$ cat src/rtl/uid_alloc_arbiter.sv
// Shared UID allocator: round-robin grant of one free slot per cycle, original-ID tag map, free path.
// Optional per-requester grant and full-cycle statistics under `UID_ALLOC_STATS_EN.
module uid_alloc_arbiter #(
  parameter int NUM_REQ   = 2,
  parameter int ID_WIDTH  = 32,
  parameter int NUM_UIDS  = 16,
  parameter int CNT_WIDTH = $clog2(NUM_UIDS + 1)
) (
  input  logic                        clk,
  input  logic                        rst,
  input  logic [NUM_REQ-1:0]          alloc_req,
  input  logic [NUM_REQ*ID_WIDTH-1:0] alloc_in_id,
  output logic [NUM_REQ-1:0]          alloc_gnt,
  output logic [ID_WIDTH-1:0]         unique_id,
  output logic                        tag_map_full,
  input  logic                        free_valid,
  input  logic [ID_WIDTH-1:0]         free_uid,
  output logic [ID_WIDTH-1:0]         free_orig_id,
  output logic [CNT_WIDTH-1:0]        used_count,
  output logic                        err_free
`ifdef UID_ALLOC_STATS_EN
  ,
  output logic [NUM_REQ*32-1:0]       grant_cnt,
  output logic [31:0]                 full_cycles
`endif
);

  localparam int SLOT_W = $clog2(NUM_UIDS);
  localparam int PTR_W  = (NUM_REQ > 1) ? $clog2(NUM_REQ) : 1;

  logic [NUM_UIDS-1:0] valid_map;
  logic [ID_WIDTH-1:0] orig_tbl [NUM_UIDS];
  logic [PTR_W-1:0]    rr_ptr;
  logic [PTR_W-1:0]    cand;
  logic [PTR_W-1:0]    gnt_idx;
  logic                gnt_any;
  logic [ID_WIDTH-1:0] gnt_id;
  logic [SLOT_W-1:0]   sel_slot;
  logic [SLOT_W-1:0]   free_slot;
  logic                free_hit;
  logic                has_free;
  logic                unused_free_uid_hi;

  assign free_slot          = free_uid[SLOT_W-1:0];
  assign unused_free_uid_hi = ^free_uid[ID_WIDTH-1:SLOT_W];
  assign free_hit           = free_valid && valid_map[free_slot];
  assign has_free           = ~&valid_map;
  assign tag_map_full       = (used_count == CNT_WIDTH'(NUM_UIDS));
  assign free_orig_id       = orig_tbl[free_slot];

  // Lowest free slot is taken from the registered bitmap, so a slot freed this cycle is never reused
  always_comb begin
    sel_slot = '0;
    for (int s = NUM_UIDS - 1; s >= 0; s--) begin
      if (!valid_map[s]) sel_slot = SLOT_W'(s);
    end
  end

  always_comb begin
    gnt_any = 1'b0;
    gnt_idx = '0;
    gnt_id  = '0;
    cand    = '0;
    for (int k = 0; k < NUM_REQ; k++) begin
      cand = PTR_W'((int'(rr_ptr) + k) % NUM_REQ);
      if (!gnt_any && alloc_req[cand]) begin
        gnt_any = 1'b1;
        gnt_idx = cand;
        gnt_id  = alloc_in_id[int'(cand)*ID_WIDTH +: ID_WIDTH];
      end
    end
    if (!rst || !has_free) gnt_any = 1'b0;
    alloc_gnt = gnt_any ? (NUM_REQ'(1) << gnt_idx) : '0;
    unique_id = gnt_any ? ID_WIDTH'(sel_slot) : '0;
  end

  always_ff @(posedge clk or negedge rst) begin
    if (!rst) begin
      valid_map  <= '0;
      rr_ptr     <= '0;
      used_count <= '0;
      err_free   <= 1'b0;
    end else begin
      err_free   <= free_valid && !valid_map[free_slot];
      used_count <= used_count + CNT_WIDTH'(gnt_any) - CNT_WIDTH'(free_hit);
      if (free_hit) valid_map[free_slot] <= 1'b0;
      if (gnt_any) begin
        valid_map[sel_slot] <= 1'b1;
        rr_ptr              <= PTR_W'((int'(gnt_idx) + 1) % NUM_REQ);
      end
    end
  end

  // Tag table is data only; contents after reset are irrelevant until a slot is granted
  always_ff @(posedge clk) begin
    if (gnt_any) orig_tbl[sel_slot] <= gnt_id;
  end

`ifdef UID_ALLOC_STATS_EN
  always_ff @(posedge clk or negedge rst) begin
    if (!rst) begin
      grant_cnt   <= '0;
      full_cycles <= '0;
    end else begin
      for (int i = 0; i < NUM_REQ; i++) begin
        if (alloc_gnt[i] && grant_cnt[i*32 +: 32] != 32'hFFFF_FFFF)
          grant_cnt[i*32 +: 32] <= grant_cnt[i*32 +: 32] + 32'd1;
      end
      if (tag_map_full && full_cycles != 32'hFFFF_FFFF)
        full_cycles <= full_cycles + 32'd1;
    end
  end
`endif

endmodule
$ cat config.mk
export PLATFORM = sky130hd
export DESIGN_NAME = uid_alloc_arbiter
export DESIGN_NICKNAME = d
export VERILOG_FILES = /design/src/rtl/uid_alloc_arbiter.sv
export SDC_FILE = /design/constraint.sdc
export NUM_CORES = 1
export LEC_CHECK = 0
export ABC_AREA = 1
export ABC_CLOCK_PERIOD_IN_PS = 5850
export CORE_ASPECT_RATIO = 0.8
export CORE_MARGIN = 2
export CORE_UTILIZATION = 38
export CTS_CLUSTER_DIAMETER = 50
export CTS_CLUSTER_SIZE = 8
export DETAILED_ROUTE_END_ITERATION = 6
export PLACE_DENSITY = 0.64
export REMOVE_ABC_BUFFERS = 1
export SLEW_MARGIN = 5
export SYNTH_ARGS = -nofsm -noshare
export SYNTH_HDL_FRONTEND = slang
export SYNTH_SLANG_ARGS = --single-unit
export TNS_END_PERCENT = 1
$ cat constraint.sdc
create_clock -name clk -period 5.85 [get_ports clk]
set_clock_uncertainty 0.1 [all_clocks]
set_input_delay 0.8775 -clock clk [delete_from_list [all_inputs] [get_ports clk]]
set_output_delay 0.8775 -clock clk [all_outputs]
set_load 0.01 [all_outputs]
==> impl_results.md, run 1 <==
- Die W: around 270 um
- Mapped Avg Cell Area: around 15 sq um
- Delay of the slowest critical-path stage: roughly 0.61 ns
- Static leakage: just under 9 nW
- DR WL/cell: roughly 23 um
- Commonest non-fill, non-tap cells in the layout: 512 x edfxtp_1, 264 x a22oi_1, 157 x nand2_1, 117 x clkdlybuf4s50_1, 79 x clkbuf_16
- Die Height: roughly 220 um
- Initial antenna violation count: 1
- Clock slew at reported path FFs: around 0.05 ns
- Inserted Diodes: 0
- Post-DP HPWL: between 30000 and 40000 um
- Longest Clk Path Bufs: 3
- Post-cts hold buffer count: 0
- Crit. End Element: primary output
- Critical Path AT: between 3 and 4 ns
- Final worst-path cycle share: around 79%
- GP Congestion: 0.8530
- CTS tree: yes
- Worst Path Class, Setup: input port to primary output
- Family with the most delay on the worst path: buffers and inverters
- Startpoint Class: input port
- Fillers: roughly 5000
- Share of cells above drive strength 1: 8.901%
- Largest net degree at the start of global routing: 70
- Clock sinks: ~540
- Htree depth: 3
- Post-CTS Setup Bufs: 0
- Final ANT Viol Nets: 0
- PortBufs: roughly 120
- P&R area growth vs syn: 19.37%
- Ratio of total power to cell area: 418.2 mW/mm^2
- RSZ-0062 raised after global routing: no
- Commonest non-fill, non-tap cell in the layout: edfxtp_1
- Type of the tightest min-delay check: flip-flop to flip-flop
- Fmax: roughly 0.22 GHz
- Count of pins over their slew limit: 0
- Final setup violation count: 0
- Post-synthesis instance area: 0.02158 sq mm
- Post-synthesis sequential element count: 535
- Routed vias: between 10000 and 15000
- Drt total wl: approximately 55000 um
- Inserted Clock Buffers: between 70 and 80
- Net count, final: about 1700
- Worst slew pin tran: between 1 and 1.5 ns
- Final Core Density: a little under half
- Total Power: about 11 mW
- Initial Util: 38.26%
- Post-layout minimum cycle time: 4.619 ns
- Vias in the first global route: about 13000
- MaxCap Viol Count: 0
- Final Hold Viols: 0
- Slowest-stage cell, CP: clkdlybuf4s50_1
- Post-synthesis sequential area ratio: about three quarters
- CP dominant cell by count: clkdlybuf4s50_1
- First-pass GRT wire length: around 80000 um
- Synth warn: 0
- Synth Instances: around 1500
- Grt total ovfl: 0
- Drt drc: 0
- Cell variety after synth: 36
- Core ar.: 0.05641 sq mm
- Crit path buffers/inverters: 4
- Via density: approximately 5.6
- Setup tns final: 0 ns
- Status: finished, final reports clean
- Post_cts resized: 0
- Seq. cell area: around 0.016 sq mm
- GRT Resource Usage Total: a little under a fifth
- Skew-Pair Late Insertion Delay: ~0.59 ns
- IO Count: between 150 and 200
- Max-slew headroom: between 10% and 20%
- Multi-input gate area: a little under 0.005 sq mm
- Initial DRC Count: 1317
- Maximum vdd drop: ~200 uV
- Die area: 0.05873 sq mm
- CTS root buf: clkbuf_16
- Row cnt: between 70 and 80
- CP cell instances: clkdlybuf4s50_1, nand2_1, inv_4, buf_4, a22oi_1, a21boi_0, a2111o_1, clkdlybuf4s50_1
- Initial DRT Pass Iterations: 5
- CP max FO: 33
- Critical path data required time: slightly below 5 ns
## cell families (layout without fill, tap and decap cells)
logic type	count (synthesis)	count (layout)	synth area share, %
adders and majority gates	7	7	0.4406
xor gates and xnor gates	4	4	0.1624
and+or+nand+nor	210	210	4.053
AOI/OAI and AO/OA	514	514	17.33
buffers and inverters	195	331	4.087
DFF	535	535	73.91
other	1	28	0.01738
## flip-flops by register name, indices dropped and copies added, names as in the netlist
register and count:
err_free 1, used_count 5, valid_map 16, rr_ptr 1, orig_tbl 512
## synth_stat cells
cell / instances / area share (%)
a2111o_1: 32 / 1.7
a211oi_2: 1 / 0.058
a21boi_0: 47 / 1.6
a21boi_1: 18 / 0.63
a21oi_1: 34 / 0.79
a22o_1: 32 / 1.3
a22oi_1: 264 / 9.2
a31oi_2: 1 / 0.058
buf_1: 6 / 0.10
buf_2: 27 / 0.63
buf_4: 29 / 1.0
buf_6: 1 / 0.052
clkbuf_1: 56 / 0.97
conb_1: 1 / 0.017
dfrtp_1: 23 / 2.7
edfxtp_1: 512 / 71
fa_1: 1 / 0.093
ha_1: 6 / 0.35
inv_1: 70 / 1.2
inv_2: 6 / 0.10
nand2_1: 158 / 2.7
nand2_2: 4 / 0.12
nand3_1: 14 / 0.32
nand4_1: 12 / 0.35
nand4_2: 1 / 0.058
nor2_1: 15 / 0.26
nor2_2: 1 / 0.029
nor2_4: 1 / 0.052
nor3_1: 3 / 0.070
nor3_2: 1 / 0.046
o21ai_0: 72 / 1.7
o21ai_1: 10 / 0.23
o21ai_2: 1 / 0.041
o31ai_1: 2 / 0.070
xnor2_1: 2 / 0.081
xor2_1: 2 / 0.081
## final timing paths
kind	start	end	slack, ns	cells after the start
worst max-delay path	free_uid[1]	free_orig_id[7]	1.23	8
worst min-delay path	used_count[0]	used_count[0]	0.46	1
worst max register to register	valid_map[15]	orig_tbl[0][16]	2.23	19
worst min register to register	used_count[0]	used_count[0]	0.46	1
max in group asynchronous	rst	rr_ptr	4.84	2
min in group asynchronous	rst	rr_ptr	0.55	2
## routing by layer
metal	track usage (%)	part of all wire, %	vias to the layer above
li1	-	-	5951
met1	26.10	44	6697
met2	29.98	47	528
met3	3.564	6.8	90
met4	4.917	1.9	0
met5	0	0	-
## power breakdown
| group | internal [mW] | leakage, nW | switching, mW |
|---|---|---|---|
| clock network | 2.45 | 1.03 | 1.47 |
| registers | 4.95 | 4.95 | 0.181 |
| logic | 0.508 | 2.80 | 1.22 |
## stage by stage
stage / hold slack, ns / cells / setup slack [ns] / cell area, sq um
4_1_cts: 0.4567 / 2389 / 1.257 / 25760
3_3_place_gp: 0.4351 / 2288 / 1.264 / 23640
6_report: 0.4632 / 2389 / 1.231 / 25760
2_1_floorplan: 0.4249 / 1374 / 0.05145 / 21090
3_5_place_dp: 0.4453 / 2288 / 1.266 / 23640
5_1_grt: 0.4829 / 2389 / 1.083 / 25760
## final cells by class
type	count	share of cell area, %
repair buffers	154	6.013
clock buffers	94	7.893
flip-flops and latches	535	61.92
well taps	760	3.691
inverters	76	1.127
multi-input cells	763	19.01
clock inverters	7	0.3400
Note: power is estimated with default switching activity, not from simulation.
==> inputs of run 2 (changes only) <==
--- a/config.mk
+++ b/config.mk
@@ -6,7 +6,7 @@
 export NUM_CORES = 1
 export LEC_CHECK = 0
 export ABC_AREA = 1
-export ABC_CLOCK_PERIOD_IN_PS = 5850
+export ABC_CLOCK_PERIOD_IN_PS = 4500
 export CORE_ASPECT_RATIO = 0.8
 export CORE_MARGIN = 2
 export CORE_UTILIZATION = 38
==> constraint.sdc (replaced) <==
create_clock -name clk -period 4.5 [get_ports clk]
set_clock_uncertainty 0.1 [all_clocks]
set_input_delay 0.675 -clock clk [delete_from_list [all_inputs] [get_ports clk]]
set_output_delay 0.675 -clock clk [all_outputs]
set_load 0.01 [all_outputs]
==> run 2 against run 1 <==
- critical path depth stayed put
- die area is the same
- non-clock buffer count increased by 13
- final area up 0.80%
- largest cell class unchanged
==> impl_results.md, run 2 (synthesis results as in run 1) <==
- Via density: 5.535
- GP Congestion: 0.8309
- Share of cells above drive strength 1: under 10%
- CTS tree: yes
- WHS: 0.4237 ns
- Startpoint Class: input port
- Post-DP HPWL: about 30000 um
- Vias in the first global route: between 10000 and 15000
- Final setup violation count: 0
- Critical Path AT: 3.35 ns
- DR WL/cell: about 23 um
- Fillers: between 4000 and 5000
- Status: finished, final reports clean
- Max-slew headroom: 39.90%
- Setup tns final: 0 ns
- P&R area growth vs syn: 20.32%
- CP max FO: between 50 and 60
- First-pass GRT wire length: about 80000 um
- Maximum vdd drop: between 300 and 400 uV
- Multi-input gate area: ~0.0049 sq mm
- Worst Path Class, Setup: input port to primary output
- Clock slew at reported path FFs: about 0.04 ns
- Commonest non-fill, non-tap cells in the layout: 512 x edfxtp_1, 264 x a22oi_1, 157 x nand2_1, 117 x clkdlybuf4s50_1, 80 x clkbuf_16
- GRT Resource Usage Total: 18.26%
- Initial Util: approximately two fifths
- Clock sinks: 535
- Longest Clk Path Bufs: 3
- Skew-Pair Late Insertion Delay: ~0.58 ns
- Type of the tightest min-delay check: input port to asynchronous set/reset pin
- Critical path data required time: between 3 and 4 ns
- Post-CTS Setup Bufs: 0
- Final ANT Viol Nets: 0
- Worst slew pin tran: 0.8960 ns
- Fmax: 0.2422 GHz
- Die Height: between 200 and 250 um
- Die W: 270.4 um
- Place WS: roughly 0.36 ns
- Inserted Clock Buffers: a little under 80
- RSZ-0062 raised after global routing: no
- Largest net degree at the start of global routing: 85
- Worst setup margin: between 0.3 and 0.4 ns
- Initial DRT Pass Iterations: 5
- Inserted Diodes: 0
- Core ar.: 0.05641 sq mm
- PortBufs: roughly 120
- CTS root buf: clkbuf_16
- Reg with most FFs: orig_tbl
- Htree depth: 3
- Net count, final: between 1500 and 2000
- Grt total ovfl: 0
- Post_cts resized: 0
- Final Hold Viols: 0
- Drt drc: 0
- Final Core Density: 46.03%
- Count of pins over their slew limit: 0
- Ratio of total power to cell area: between 500 and 600 mW/mm^2
- Initial DRC Count: approximately 1100
- Seq. cell area: about 0.016 sq mm
- Max reg flops: approximately 510
- MaxCap Viol Count: 0
- Crit. End Element: primary output
- Commonest non-fill, non-tap cell in the layout: edfxtp_1
- Row cnt: 78
- Drt total wl: approximately 55000 um
- Static leakage: 8.880 nW
- Routed vias: approximately 13000
- Initial antenna violation count: 0
- Die area: 0.05873 sq mm
- Biggest regs: orig_tbl: 512 flops, valid_map: 16 flops, used_count: 5 flops
- IO Count: around 170
- Post-cts hold buffer count: 0
- Post-layout minimum cycle time: approximately 4.1 ns
- Final worst-path cycle share: between 90% and 100%
[run 2: layout make-up]
type                    instances  area share (%)
clock buffers                  99           7.984
clock inverters                 6          0.2120
inverters                      76           1.118
multi-input cells             763           18.86
flip-flops and latches        535           61.43
well taps                     760           3.662
repair buffers                167           6.727
[run 2: final timing paths]
kind	startpoint	end	slack, ns	depth (start not counted)
max	free_uid[1]	free_orig_id[20]	0.37	8
min	rst	valid_map[5]	0.42	2
max reg2reg	valid_map[15]	orig_tbl[12][22]	1.21	19
min reg2reg	used_count[0]	used_count[0]	0.45	1
max in group asynchronous	rst	rr_ptr	3.61	2
min in group clk	used_count[0]	used_count[0]	0.45	1
[run 2: critical path: stages]
cell,delay (ns)
clkdlybuf4s50_1,0.61
nand2_1,0.17
inv_4,0.40
buf_12,0.34
a22oi_1,0.12
a21boi_0,0.23
a2111o_1,0.20
clkdlybuf4s50_1,0.57
[run 2: report_power, final]
part | total (mW) | internal, mW | leakage (nW) | switching (mW)
sequential | 6.66 | 6.43 | 4.95 | 0.233
combinational | 2.24 | 0.694 | 2.90 | 1.55
clock | 5.11 | 3.17 | 1.03 | 1.94
total | 14.0 | 10.3 | 8.88 | 3.72
[run 2: layer usage]
metal | part of all wire (%) | vias to the layer above | wire (um) | track usage [%]
met4 | 2.6 | 0 | 1402 | 6.096
met3 | 6.4 | 92 | 3510 | 3.873
met2 | 47 | 483 | 25860 | 29.42
met5 | 0 | - | 0 | 0
met1 | 44 | 6745 | 23770 | 24.75
li1 | - | 5998 | - | -
[run 2: stage by stage]
stage               power (mW)  cell area (sq um)  instances
finish                   14.01              25970       2406
detailed placement       8.997              23840       2301
global route             14.56              25970       2406
CTS                      14.12              25970       2406
global placement         8.924              23840       2301
floorplan                7.921              21090       1374
==> inputs of run 3 (changes only) <==
--- a/config.mk
+++ b/config.mk
@@ -15,6 +15,7 @@
 export DETAILED_ROUTE_END_ITERATION = 6
 export PLACE_DENSITY = 0.64
 export REMOVE_ABC_BUFFERS = 1
+export SKIP_LAST_GASP = 1
 export SLEW_MARGIN = 5
 export SYNTH_ARGS = -nofsm -noshare
 export SYNTH_HDL_FRONTEND = slang
==> results of run 3 <==
No change in the layout: final DEF, timing and power equal those of run 2.
